`src/rtl/packet_mux_nway.sv`:
```
// N-channel fifo36 packet multiplexer: round-robin (PRIO=0) or fixed-priority (PRIO=1) packet arbitration.
// Define PACKET_MUX_NWAY_STATS_EN to build the forwarded-packet counter behind pkt_count.
module packet_mux_nway #(
    parameter int NUM_CH = 4,
    parameter int PRIO   = 0
) (
    input  logic                 clk,
    input  logic                 reset_n,
    input  logic                 clear,
    input  logic [NUM_CH-1:0]    ch_enable,
    input  logic [NUM_CH*36-1:0] data_i,
    input  logic [NUM_CH-1:0]    src_rdy_i,
    output logic [NUM_CH-1:0]    dst_rdy_o,
    output logic [35:0]          data_o,
    output logic                 src_rdy_o,
    input  logic                 dst_rdy_i,
    output logic [2:0]           cur_ch,
    output logic [31:0]          pkt_count
);
    typedef enum logic {IDLE = 1'b0, BUSY = 1'b1} state_t;

    localparam logic [2:0] LAST_CH = 3'(NUM_CH - 1);

    state_t      state_reg;
    logic [2:0]  grant_reg;
    logic [2:0]  last_grant_reg;
    logic [35:0] ch_data [8];
    logic [7:0]  ch_valid;
    logic [7:0]  ch_elig;
    logic [2:0]  grant_next;
    logic        grant_found;
    logic        busy;
    logic        eof_xfer;
    int          cand;

    assign busy = (state_reg == BUSY);

    // Channel views are padded to eight entries so the 3-bit grant indexes them without range issues.
    genvar gi;
    generate
        for (gi = 0; gi < 8; gi++) begin : g_ch
            if (gi < NUM_CH) begin : g_used
                assign ch_data[gi]   = data_i[36*gi +: 36];
                assign ch_valid[gi]  = src_rdy_i[gi];
                assign ch_elig[gi]   = src_rdy_i[gi] & ch_enable[gi];
                assign dst_rdy_o[gi] = busy && (grant_reg == 3'(gi)) && dst_rdy_i;
            end else begin : g_unused
                assign ch_data[gi]  = '0;
                assign ch_valid[gi] = 1'b0;
                assign ch_elig[gi]  = 1'b0;
            end
        end
    endgenerate

    assign data_o    = ch_data[grant_reg];
    assign src_rdy_o = busy && ch_valid[grant_reg];
    assign cur_ch    = grant_reg;
    assign eof_xfer  = src_rdy_o && dst_rdy_i && data_o[33];

    // Candidate search order starts one past the last winner; a single subtraction keeps it in range.
    always_comb begin
        grant_next  = 3'd0;
        grant_found = 1'b0;
        cand        = 0;
        for (int i = 0; i < NUM_CH; i++) begin
            if (PRIO != 0) begin
                cand = i;
            end else begin
                cand = int'(last_grant_reg) + 1 + i;
                if (cand >= NUM_CH) begin
                    cand = cand - NUM_CH;
                end
            end
            if (!grant_found && ch_elig[3'(cand)]) begin
                grant_found = 1'b1;
                grant_next  = 3'(cand);
            end
        end
    end

    always_ff @(posedge clk or negedge reset_n) begin
        if (!reset_n) begin
            state_reg      <= IDLE;
            grant_reg      <= 3'd0;
            last_grant_reg <= LAST_CH;
        end else if (clear) begin
            state_reg      <= IDLE;
            last_grant_reg <= LAST_CH;
        end else begin
            case (state_reg)
                IDLE: begin
                    if (grant_found) begin
                        grant_reg <= grant_next;
                        state_reg <= BUSY;
                    end
                end
                BUSY: begin
                    if (eof_xfer) begin
                        state_reg      <= IDLE;
                        last_grant_reg <= grant_reg;
                    end
                end
                default: state_reg <= IDLE;
            endcase
        end
    end

`ifdef PACKET_MUX_NWAY_STATS_EN
    logic [31:0] pkt_count_reg;
    logic [31:0] pkt_count_next;

    // Clear wins over a coincident EOF, so the last packet of a cleared run is not counted.
    always_comb begin
        pkt_count_next = pkt_count_reg;
        if (clear) begin
            pkt_count_next = 32'h0;
        end else if (eof_xfer) begin
            pkt_count_next = pkt_count_reg + 32'h1;
        end
    end

    always_ff @(posedge clk or negedge reset_n) begin
        if (!reset_n) begin
            pkt_count_reg <= 32'h0;
        end else begin
            pkt_count_reg <= pkt_count_next;
        end
    end

    assign pkt_count = pkt_count_reg;
`else
    assign pkt_count = 32'h0;
`endif

endmodule

```
`config.mk`:
```
export PLATFORM = sky130hd
export DESIGN_NAME = packet_mux_nway
export DESIGN_NICKNAME = d
export VERILOG_FILES = /design/src/rtl/packet_mux_nway.sv
export SDC_FILE = /design/constraint.sdc
export NUM_CORES = 1
export LEC_CHECK = 0
export CAP_MARGIN = 20
export CORE_AREA = 2 2 89 91
export CTS_BUF_LIST = sky130_fd_sc_hd__clkbuf_8
export CTS_CLUSTER_DIAMETER = 200
export CTS_CLUSTER_SIZE = 14
export DETAILED_ROUTE_END_ITERATION = 8
export DIE_AREA = 0 0 91 93
export PLACE_DENSITY = 0.9
export SLEW_MARGIN = 40
export SYNTH_ARGS = -nofsm -noshare
export SYNTH_HDL_FRONTEND = slang
export SYNTH_SLANG_ARGS = --single-unit
```
`constraint.sdc`:
```
create_clock -name clk -period 5 [get_ports clk]
set_input_delay 0.75 -clock clk [delete_from_list [all_inputs] [get_ports clk]]
set_output_delay 0.75 -clock clk [all_outputs]
set_load 0.03 [all_outputs]
```
# Word level (Yosys, flattened, before mapping)
# Index checks and enable logic that the tools add are counted.
totals:
  input_bits: 156
  mem_count: 0
  mem_bits_rw: 0
  mem_bits_ro: 0
  latch_bits: 0
  out_inout_bits: 76
  regBits: 7
classes:
  n_div: 0
  n_eq_ne: 3
  add_sub_neg: 8
  n_mul: 0
  muxes: 36
  n_lt_le_gt_ge: 10
  n_bitwise: 7
  n_reduce_logical: 22
  shift: 0
ops:
  columns: ["operator", "count"]
  rows:
  - ["36-bit binary-select mux with 3-bit select", 1]
  - ["36-bit two-way mux", 2]
  - ["3-bit two-way mux", 11]
  - ["3-bit by 5-bit less-than comparator with 1-bit output, second input constant", 4]
  - ["1-bit two-way mux", 16]
  - ["1-bit binary-select mux with 3-bit select", 5]
  - ["5-bit by 3-bit greater-or-equal comparator with 1-bit output, second input constant", 3]
  - ["1-bit logical AND", 14]
  - ["3-bit subtractor, second input constant", 4]
  - ["4-bit by 2-bit adder with 5-bit output, second input constant", 2]
  - ["3-bit by 2-bit equality test with 1-bit output, second input constant", 2]
  - ["4-bit by 1-bit adder with 5-bit output, second input constant", 1]
  - ["3-bit by 1-bit adder with 4-bit output, second input constant", 1]
  - ["1-bit AND", 4]
  - ["4-bit by 3-bit greater-or-equal comparator with 1-bit output, second input constant", 1]
  - ["4-bit greater-or-equal comparator, second input constant", 1]
  - ["3-bit by 4-bit less-than comparator with 1-bit output, second input constant", 1]
  - ["3-bit NOT with 4-bit output", 1]
  - ["2-bit nonzero test", 2]
  - ["3-bit by 1-bit equality test with 1-bit output, second input constant", 1]
  - ["1-bit logical NOT", 3]
  - ["3-bit logical NOT", 1]
  - ["3-bit AND reduction", 1]
  - ["1-bit NOT", 2]
  - ["2 further kinds", 2]

# Longest topological paths before layout
logic_depth:
  ltp_word: 19
  mapped_depth: 11
  ltp_nobuf: 10

# Worst setup path after synthesis
# Ideal clock, no wire load.
synth_path:
  path_type: "flip-flop to flip-flop"
  start: "reg last_grant_reg[1]"
  end: "reg grant_reg[1] (netlist: cur_ch[1])"
  path_slack_ns: 2.144
  stages_incl_launch_ff: 12
  required_time_ns: 4.874
  setup_time_ns: 0.126
  arrival_time_ns: 2.730
  path_buffers: 1
  cell_sequence: "dfstp_2 inv_1 ha_1 buf_6 inv_1 ha_1 and2b_2 a221o_1 a211oi_2 or3_1 a31oi_1 o32a_1"
synth_between:
  elab_chain_len: 17
  elab_cells_between_ends: 43
synth_rtl:
  columns: ["item", "line_no", "source"]
  rows:
  - ["from (decl)", "26", "logic [2:0] last_grant_reg;"]
  - ["from (signal assigned)", "100", "last_grant_reg <= grant_reg;"]
  - ["3-bit by 1-bit adder with 4-bit output *", "69", "cand = int'(last_grant_reg) + 1 + i;"]
  - ["parallel branches: the longest is 16 deep, another holds 4-bit by 1-bit adder with 5-bit output", null, null]
  - ["to (signal assigned)", "93", "grant_reg <= grant_next;"]
  - ["to (decl)", "25", "logic [2:0] grant_reg;"]
# Mark *: on every way between the ends. The select of a mux whose other input is x is not followed.
# A chain may end at the register's enable or synchronous reset.

# Final worst setup path
layout_path:
  start: "reg last_grant_reg[0]"
  end: "reg grant_reg[1] (netlist: cur_ch[1])"
# The elaborated chain is that of the path after synthesis.

==> impl_metrics.tcl <==
set metrics [dict create \
    critical-path-top-delay-family "compound AO/OA/AOI/OAI gates" \
    run_status "finished clean" \
    r2r_start "last_grant_reg[0]" \
    dr_total_vias 2488 \
    fin_worst_skew_ps 2.58 \
    rsz0062_at_grt "false" \
    min_period_ps 3540 \
    io_pins 232 \
    die_w_um 91 \
    place_hpwl_um 7760 \
    htreeDepth 1 \
    setup_viol 0 \
    critPathSlowestCell "dfstp_2" \
    worst_pin_slew_ps 583 \
    synth_seq_area_share 0.0801 \
    drc_errors 0 \
    min_path_cells 2 \
    netlist.area_leader.share 0.386 \
    synth_largest_area_cell "mux4_2" \
    synth_cells 217 \
    ys.warnings.count 0 \
    antenna_found_initial 1 \
    cts-buffers-inserted 3 \
    place.gp.congestion 0.934 \
    port-buffer-count 199 \
    clockRootBuffer "clkbuf_8" \
    cts_tree "yes" \
    grt_max_degree 45 \
    reg2reg_depth 10 \
    dr.first_iter.drc_count 82 \
    hp-class "reg -> reg" \
    rows 32 \
    holdWs_ps 556 \
    final-instance-count-excl-fill 505 \
    fp.dieH_um 93 \
    synth_edf_count 0 \
    critPathLaunchType "flip-flop" \
    die-area_um2 8460 \
    avgViaCountPerCell 4.93 \
    cts.repair.resized 0 \
    crit_top_cell "ha_1" \
    antenna_left 0 \
    arrival_ps 3650 \
    fin_nets 567 \
    post_cts_buffers 0 \
    grt.total_usage 0.211 \
    grt.overflow.total 0 \
    async_reset_ff_frac 1.00 \
    leakagePower_nw 1.58 \
    path_max_fanout 23 \
    maxCapViolations 0 \
    clkTransAtPathRegs_ps 40 \
    worst-r2r-setup-slack_ps 1460 \
    antenna_cells 0 \
    final.period_utilization 0.707 \
    ys_types 52 \
    path_buf_inv 2 \
    crit_required_ps 5110 \
    holdBufCountCts 0 \
    yosysMostFrequentCell "mux4_2" \
    dp.cells 501 \
    cpPeakStageDelay_ps 770 \
    grt_pass1_wl_um 14100 \
    routedWlPerCell_um 18.7 \
    clk_latency_ps 230 \
    syn_to_final_growth_pct 88.3 \
    routed_wirelength_um 9440 \
    worstSetupPathType "reg -> reg" \
    synth.area.top_cells "mux4_2 (39%), buf_4 (11%), nor2b_1 (10%), dfrtp_1 (5.6%), ha_1 (4.0%)" \
    drive_gt1_frac 0.144 \
    initial_core_util 0.295 \
    path_cells "inv_2 > ha_1 > inv_1 > ha_1 > and2b_2 > a221o_1 > a211oi_2 > or3_1 > a31oi_1 > o32a_1" \
    cts.sinks 7 \
    relSlewSlack 0.611 \
    slew_viol_final 0 \
    synth_ff_type "dfrtp_1" \
    fmax_mhz 283 \
    p_per_area_nw_per_um2 465 \
    hold_start "last_grant_reg[1]" \
    synth_common_cells "mux4_2 (38), nor2b_1 (37), buf_4 (33)" \
    ys_seq_elements 7 \
    setup-tns-final_ps 0 \
    min_to "last_grant_reg[1]" \
    worstReg2RegEnd "cur_ch[1]" \
    crit_path_end_kind "flip-flop" \
    drtPass1Iterations 4 \
    clk_path_buf_depth 2 \
    grt_pass1_vias 2619 \
    netlist_area_um2 2220 \
    avgSynthCellArea_um2 10.2 \
    core_um2 7530 \
    hold_viol 0 \
    peakVddDrop_uv 242 \
]
## worst register-to-register path: stages (launching register included)
cell and delay (ps):
dfstp_2 770, inv_2 160, ha_1 560, inv_1 150
ha_1 320, and2b_2 190, a221o_1 310, a211oi_2 360
or3_1 210, a31oi_1 50, o32a_1 330
## per-layer routing
layer  share of wire  global-route usage  vias to the layer above  wire, um
met2            0.54               0.401                      115      5120
met1            0.37               0.234                     1224      3470
met5          0.0012                   0                        -        11
met3           0.078              0.0637                       14       736
met4           0.011              0.0417                        2       105
li1                -                   -                     1133         -
## area by class of cell
| cell class | count | area [um^2] |
|---|---|---|
| clock inverters | 1 | 3.75 |
| repair buffers | 201 | 2010 |
| fillers | 683 | 3350 |
| inverters | 7 | 27.5 |
| clock buffers | 3 | 41.3 |
| multi-input cells | 184 | 1780 |
| well taps | 102 | 128 |
| flip-flops and latches | 7 | 185 |
## metrics by stage
step                      setup slack [ps]  total power [mW]  utilization  instance area, um^2
after floorplan                       2140              1.32            -                 2330
after global placement                1590              1.83        0.548                 4120
after detailed placement              1520              1.86        0.548                 4130
after CTS                             1290              1.95        0.554                 4170
after global routing                  1270              2.05        0.555                 4170
final                                 1460              1.94        0.555                 4170
## worst max path at each step
stage / startpoint / slack [ps] / endpoint / cells past startpoint
5_1_grt: last_grant_reg[0] / 1270 / cur_ch[1] / 10
6_report: last_grant_reg[0] / 1460 / cur_ch[1] / 10
2_1_floorplan: last_grant_reg[1] / 2140 / cur_ch[1] / 11
4_1_cts: cur_ch[0] / 1290 / data_o[22] / 4
3_5_place_dp: last_grant_reg[0] / 1520 / cur_ch[1] / 10
3_3_place_gp: cur_ch[0] / 1590 / src_rdy_o / 5
## report_power, final
group / internal [mW] / switching (mW)
logic: 0.856 / 0.781
registers: 0.0816 / 0.142
clock network: 0.0533 / 0.0269
## cells by family (layout without fill, tap and decap cells)
group,after synthesis,after routing,share of synthesized area
AOI/OAI and AO/OA,25,25,0.0959
xor gates and xnor gates,3,3,0.0152
adders and majority gates,7,7,0.0395
buffers and inverters,57,212,0.169
DFF,7,7,0.0801
muxes,39,39,0.391
other,1,32,0.00169
and+or+nand+nor,78,78,0.208
## placed cells by master, fill, tap and decap left out, types with 3 or more instances in the layout
cell / count
clkdlybuf4s50_1: 199
mux4_2: 38
nor2b_1: 37
conb_1: 32
nand2_1: 9
nor2_1: 7
ha_1: 7
inv_1: 6
and2_1: 4
nand3_1: 4
o21ai_0: 4
a21oi_1: 4
nand4_1: 3
dfrtp_1: 3
clkbuf_8: 3
No activity file was read; power rests on OpenSTA's default activity.
